===== src/rtl/mole_game_ctrl.sv =====
// mole_game_ctrl: whack-a-mole game sequencer.
//   clk, rst (async, active-low)
//   start           one-cycle pulse, starts a game from IDLE or OVER
//   btn_valid/pos   debounced slot press (0 top,1 left,2 center,3 right,4 bot)
//   mole_position   current mole slot (0..4)
//   guess_correct   one-cycle pulse per hit
//   guess_wrong     one-cycle pulse per wrong press or timeout miss
//   digit_1/digit_2 BCD score tens/ones, saturating at 99
//   lives           remaining lives
//   game_over       high while in OVER
module mole_game_ctrl #(
  parameter int         MOLE_CYCLES = 100000000,
  parameter int         GAP_CYCLES  = 25000000,
  parameter int         LIVES_INIT  = 3,
  parameter logic [7:0] LFSR_SEED   = 8'hA5
) (
  input  logic       clk,
  input  logic       rst,
  input  logic       start,
  input  logic       btn_valid,
  input  logic [2:0] btn_pos,
  output logic [2:0] mole_position,
  output logic       guess_correct,
  output logic       guess_wrong,
  output logic [3:0] digit_1,
  output logic [3:0] digit_2,
  output logic [1:0] lives,
  output logic       game_over
);
  localparam int MAXC = (MOLE_CYCLES > GAP_CYCLES) ? MOLE_CYCLES : GAP_CYCLES;
  localparam int TW   = $clog2(MAXC + 1);
  localparam logic [TW-1:0] MOLE_LAST = TW'(MOLE_CYCLES - 1);
  localparam logic [TW-1:0] GAP_LAST  = TW'(GAP_CYCLES - 1);

  typedef enum logic [1:0] {S_IDLE, S_SHOW, S_GAP, S_OVER} state_t;

  state_t        state;
  logic [TW-1:0] timer;
  logic [7:0]    lfsr;

  logic       fb, btn_ok, hit, miss_btn, timeout;
  logic [2:0] cand, next_mole;
  logic [3:0] d1_inc, d2_inc;

  // taps 8,6,5,4 -> bits 7,5,4,3
  assign fb       = lfsr[7] ^ lfsr[5] ^ lfsr[4] ^ lfsr[3];
  assign btn_ok   = btn_valid && (btn_pos < 3'd5);
  assign hit      = btn_ok && (btn_pos == mole_position);
  assign miss_btn = btn_ok && (btn_pos != mole_position);
  // >= so that a wrong press landing on the last cycle still leads to a
  // timeout on the following cycle instead of letting the timer run on
  assign timeout  = (timer >= MOLE_LAST);

  // next slot: fold 5..7 into 0..2, then step off the current slot
  always_comb begin
    cand = lfsr[2:0];
    if (cand >= 3'd5) cand = cand - 3'd5;
    next_mole = cand;
    if (cand == mole_position) next_mole = (cand == 3'd4) ? 3'd0 : cand + 3'd1;
  end

  // BCD increment, saturating at 99
  always_comb begin
    d1_inc = digit_1;
    d2_inc = digit_2;
    if (!(digit_1 == 4'd9 && digit_2 == 4'd9)) begin
      if (digit_2 == 4'd9) begin
        d2_inc = 4'd0;
        d1_inc = digit_1 + 4'd1;
      end else begin
        d2_inc = digit_2 + 4'd1;
      end
    end
  end

  always_ff @(posedge clk or negedge rst) begin
    if (!rst) begin
      state         <= S_IDLE;
      timer         <= '0;
      lfsr          <= LFSR_SEED;
      mole_position <= 3'd0;
      guess_correct <= 1'b0;
      guess_wrong   <= 1'b0;
      digit_1       <= 4'd0;
      digit_2       <= 4'd0;
      lives         <= 2'(LIVES_INIT);
      game_over     <= 1'b0;
    end else begin
      lfsr          <= {lfsr[6:0], fb};
      guess_correct <= 1'b0;
      guess_wrong   <= 1'b0;
      case (state)
        S_IDLE, S_OVER: begin
          if (start) begin
            state     <= S_SHOW;
            timer     <= '0;
            digit_1   <= 4'd0;
            digit_2   <= 4'd0;
            lives     <= 2'(LIVES_INIT);
            game_over <= 1'b0;
          end
        end
        S_SHOW: begin
          timer <= timer + 1'b1;
          if (hit) begin
            guess_correct <= 1'b1;
            digit_1       <= d1_inc;
            digit_2       <= d2_inc;
            state         <= S_GAP;
            timer         <= '0;
            mole_position <= next_mole;
          end else if (miss_btn || timeout) begin
            guess_wrong <= 1'b1;
            lives       <= lives - 2'd1;
            if (lives == 2'd1) begin
              state     <= S_OVER;
              game_over <= 1'b1;
              timer     <= '0;
            end else if (!miss_btn) begin
              // timeout miss; a wrong press keeps the mole and the timer
              state         <= S_GAP;
              timer         <= '0;
              mole_position <= next_mole;
            end
          end
        end
        S_GAP: begin
          if (timer == GAP_LAST) begin
            state <= S_SHOW;
            timer <= '0;
          end else begin
            timer <= timer + 1'b1;
          end
        end
        default: state <= S_IDLE;
      endcase
    end
  end
endmodule

===== config.mk =====
export PLATFORM = sky130hd
export DESIGN_NAME = mole_game_ctrl
export DESIGN_NICKNAME = d
export VERILOG_FILES = /design/src/rtl/mole_game_ctrl.sv
export SDC_FILE = /design/constraint.sdc
export NUM_CORES = 1
export LEC_CHECK = 0
export CORE_MARGIN = 2
export CORE_UTILIZATION = 30
export DETAILED_ROUTE_END_ITERATION = 8
export PLACE_DENSITY = 0.53
export REMOVE_ABC_BUFFERS = 1
export SLEW_MARGIN = 20
export SYNTH_ARGS = -nofsm -noshare
export SYNTH_HDL_FRONTEND = slang
export SYNTH_SLANG_ARGS = --single-unit

===== constraint.sdc =====
create_clock -name clk -period 4.3 [get_ports clk]
set_clock_uncertainty 0.15 [all_clocks]
set_input_delay 0.645 -clock clk [delete_from_list [all_inputs] [get_ports clk]]
set_output_delay 0.645 -clock clk [all_outputs]
set_load 0.02 [all_outputs]

-- Word level (Yosys, flattened, before mapping)
Index checks and enable logic that the tools add are counted.
- latch bits: 0
- word-level logic and storage cells: 104
- register bits: 53
- ROM bits: 0
- input bits: 7
- bits in writable memories: 0
- output and inout port bits: 16
- memories: 0
- eq/ne operators: 23
- $add $sub $neg: 6
- shift-type cells: 0
- multiply operators: 0
- reductions and logical operators: 15
- bitwise gates (word level): 3
- div/mod/pow operators: 0
- magnitude comparators: 3
- mux-type cells: 44
- operator list (cell ; number):
    $mux W27 ; 6
    $pmux W27 S3 ; 1
    $mux W4 ; 7
    $add A27 B1 Y27 const B ; 1
    $eq A27 B25 Y1 const B ; 1
    $ge A27 B27 Y1 const B ; 1
    $mux W3 ; 7
    $ne A2 B2 Y1 const B ; 10
    $mux W2 ; 9
    $pmux W4 S2 ; 2
    $reduce_and A4 Y1 ; 4
    $reduce_and A5 Y1 ; 2
    $mux W1 ; 9
    $add A4 B1 Y4 const B ; 2
    $eq A4 B4 Y1 const B ; 2
    $eq A3 B3 Y1 ; 2
    $pmux W2 S3 ; 1
    $eq A2 B1 Y1 const B ; 2
    $eq A2 B2 Y1 const B ; 2
    $logic_and A1 B1 Y1 ; 4
    $ne A4 B4 Y1 const B ; 1
    $pmux W2 S2 ; 1
    $reduce_bool A2 Y1 ; 2
    $add A3 B1 Y3 const B ; 1
    12 further kinds ; 14

-- Logic depth before layout (Yosys ltp)
- word-level depth: 9
- depth in mapped cells: 10
- depth with buffers taken out: 10

-- Worst setup path after synthesis
No wires, ideal clock.
- kind: register to register
- start point: register lfsr[0]
- end point: register mole_position[1]
- stages on the path, launching flop included: 8
- data required time: 4.025 ns
- buffers on the path: 0
- arrival time: 2.200 ns
- setup time: 0.125 ns
- clock period less this slack: 2.475 ns
- path slack: 1.825 ns
- path through: dfstp_2 -> inv_1 -> ha_1 -> a21oi_1 -> xor2_1 -> nor3_1 -> mux2_2 -> mux2_2
- cells in the longest elaborated chain, start to end: 9
- elaborated cells between the ends (all ways): 12
- those cells by class: add/sub: 2; order compare: 1; eq/ne: 2; mux: 7
- RTL lines (element ; line ; RTL):
    start: declaration ; 39 ; logic [7:0] lfsr;
    start signal: assignment ; 89 ; lfsr <= {lfsr[6:0], fb};
    $sub A3 B3 Y3 or $ge A3 B3 Y1 (tied branches) ; 57 ; if (cand >= 3'd5) cand = cand - 3'd5;
    $mux W3 (*) ; 57 ;
    $add A3 B1 Y3 or $eq A3 B3 Y1 (tied branches) ; 59 ; if (cand == mole_position) next_mole = (cand == 3'd4) ? 3'd0 : cand + 3'd1;
    $mux W3 ; 59 ;
    $mux W3 (*) ; 59 ;
    $mux W3 ; 119 ; end else if (!miss_btn) begin
    $mux W3 ; 115 ; if (lives == 2'd1) begin
    $mux W3 ; 112 ; end else if (miss_btn || timeout) begin
    $mux W3 (*) ; 105 ; if (hit) begin
    end signal: assignment ; 111 ; mole_position <= next_mole;
    end signal: assignment ; 123 ; mole_position <= next_mole;
    end: declaration ; 22 ; output logic [2:0] mole_position,
Every way passes the cells marked *; elsewhere a longest branch is shown, timed or not. The select of a mux whose other input is x is not followed.
A chain may end at the register's enable or synchronous reset.

-- Worst setup path in the final report
- start point: register state[1]
- end point: register lives[1]
- cells in the longest elaborated chain, start to end: 4
- elaborated cells between the ends (all ways): 10
- those cells by class: eq/ne: 5; mux: 1; reduce/logical: 4
- RTL lines (element ; line ; RTL):
    start: declaration ; 37 ; state_t state;
    start signal: assignment ; 78 ; state <= S_IDLE;
    start signal: assignment ; 95 ; state <= S_SHOW;
    start signal: assignment ; 109 ; state <= S_GAP;
    $eq A2 B2 Y1 or $logic_not A2 Y1 (tied branches) ; 92 ; case (state)
    $reduce_or A2 Y1 ; 92 ;
    $ne A2 B2 Y1 (no line) or $reduce_bool A2 Y1 (tied branches) ; - ;
    $reduce_and A4 Y1 (no line) ; - ;
    end signal: assignment ; 86 ; lives <= 2'(LIVES_INIT);
    end signal: assignment ; 99 ; lives <= 2'(LIVES_INIT);
    end signal: assignment ; 114 ; lives <= lives - 2'd1;
    end: declaration ; 27 ; output logic [1:0] lives,
Parallel ways exist; a longest one is shown, timed or not.

==> run metrics <==
Die Ht ~110 microns; Die ar. 11,200 sq um; # port buffers 22; dpl hpwl 4980 microns; Post-synth EDFFs 0; DRC Markers 0; RR Startpoint state[1]; Synth async-reset ratio 100%; row count 37; drt via density 5.32; relative slew slack about a quarter; largest cells by area after synthesis dfrtp_1 (38%), dfstp_2 (5.1%), ha_1 (4.8%); GPL Wtd Cong ~0.76; n_diodes 0; # Post-CTS Setup Buffers 0; clock-pin slew on the worst setup and hold paths about 0.1 ns; Area Growth Syn to Fin 13.5%; Synth top area share 38.0%; largest net degree at the start of global routing 35; share of cells above drive strength 1 roughly 7.5%; CP Launch Point state[1]; # setup viols final 0; worst-path cell chain ha_1 > inv_1 > nor2_1 > buf_4 > or4_1 > o21ai_0 > a21oi_1; Post-synth top flop dfrtp_1; TritonCTS clock tree done; Synth Warn # 0; Clock Latency Late Sink 0.31 ns; Max H-tree Level 2; post-cts resize count 0; Top Ports 23; min-delay worst type primary input to asynchronous set/reset pin; Chip Width ~110 microns; CP Data Arrival Time around 3.0 ns; CP Capture Type flop; cell taking the most area after synthesis dfrtp_1; core outline area 10,200 sq um; status complete, no violations; Final Hold Slack around 0.12 ns; Max VDD drop 0.000163 V; slowest stage cell, crit path ha_1; RSZ-0062 raised after global routing no; Final ANT Viol Nets 0; Final Hold Fails 0; per-cell routed wire length between 10 and 15 microns; Max Clk Rate roughly 340 MHz; cts bufs inserted 5; Max stage delay on crit path 1.03 ns; most common cell after layout, fill and taps aside dfrtp_1; via count roughly 2,600; Pleak 1.46 nW; hold_buf cts 0; most frequent cells in the layout dfrtp_1 (47), nor2_1 (29), nand2_1 (26), o21ai_0 (21), clkdlybuf4s50_1 (21); Synth Register Bits 53; startpoint types flop; final layout net count ~360; dpl cells 474; period utilisation layout about two thirds; number of distinct library cells after synthesis 58; Cells after Synth about 330; first-pass GRT wire length ~12,000 microns; Root Driver clkbuf_8; final setup TNS 0 ns; WP data required 4.39 ns; sequential element share of the synthesized area a little over two fifths; Worst-Margin Slew 1.10 ns; post-detailed-routing wire length about 7100 microns; total grt overflow 0; final non-filler cell total approximately 480; Clock Sinks 53; clk buf depth 2; critical path type flop to flop; gr usage total 13.4%; Starting Density between 30% and 40%; Pre-Repair DR Iteration Count 4; post-synthesis cell area between 3000 and 4000 sq um; fin. max-slew vios 0; average cell area after synthesis approximately 9.4 sq um; fin crit period between 2 and 3 ns; vias in the first global route between 2,000 and 2,500; Power Density 475 nW/um^2; first-iteration detailed-routing DRC count 107; initial antenna violation count 0; Max FO, Critical Path 32; MaxCap Viol Count 0
[logic make-up after synthesis]
logic type | synth area share, %
flops | 43.1
xor+xnor | 6.50
fa+ha+maj | 4.85
simple gates | 22.4
compound gates | 17.3
buf+inv | 4.08
mux | 1.78
[Yosys cell counts (all sizes together) (3+ instances only)]
cell	number
a21oi	14
and4	6
nand4	10
nand3	13
mux2	4
o31ai	10
a211oi	3
buf	6
and3	6
nor4	4
a31oi	5
dfstp	6
ha	12
xor2	12
nor3	8
inv	14
o21a	3
and2	10
nor3b	3
clkbuf	8
or3	4
o21ai	21
nand2b	3
nor2	29
nand2	26
dfrtp	47
xnor2	11
[stage by stage]
step	utilization, %	power (mW)	cell area, sq um	setup WS, ns
final	34.5	1.67	3510	1.36
after global routing	34.5	1.80	3510	1.10
after CTS	34.5	1.68	3510	1.37
after detailed placement	33.6	1.39	3420	1.04
after global placement	33.6	1.37	3420	1.08
after floorplan	-	1.12	3020	1.46
[cell type report]
cell class / count / area [sq um]
sequential: 53 / 1330
timing repair buffer: 24 / 230
fill: 1063 / 6670
multi-input combinational: 247 / 1640
tap: 136 / 170
clock buffer: 8 / 90.1
inverter: 14 / 52.6
[state kept, by name (all words and copies together) (netlist names)]
name and cells:
digit_2 4, digit_1 4, game_over 1, lives 2, timer 27, state 2, mole_position 3, guess_wrong 1
guess_correct 1, lfsr 8
[layer usage]
metal / part of all wire, % / global-route usage (%) / vias up / routed length (microns)
met5: 0 / 0 / - / 0
met4: 1.5 / 3.67 / 0 / 106
met3: 2.5 / 1.92 / 9 / 180
met2: 46 / 20.9 / 42 / 3270
met1: 50 / 19.4 / 1282 / 3590
li1: - / - / 1233 / -
[worst paths after layout]
check                      endpoint  slack [ns]  cells past startpoint
max                        lives[1]        1.36                      7
min                        timer[9]        0.12                      1
max in group asynchronous   lfsr[0]        3.03                      2
max reg2reg                lives[1]        1.36                      7
min in group clk            lfsr[7]        0.21                      0
min reg2reg                 lfsr[7]        0.21                      0
[where the power goes]
group / switching [mW] / internal [mW]
clock: 0.161 / 0.132
sequential: 0.0616 / 0.560
combinational: 0.498 / 0.257
total: 0.720 / 0.949
[critical path, delay by kind of cell (launching register included)]
family | cells | cell delay, ns
adder cells (fa/ha/maj) | 1 | 1.03
AO/OA/AOI/OAI | 2 | 0.24
buffers and inverters | 2 | 0.68
AND/OR/NAND/NOR | 2 | 0.38
flip-flops | 1 | 0.41
Note: power is estimated with default switching activity, not from simulation.
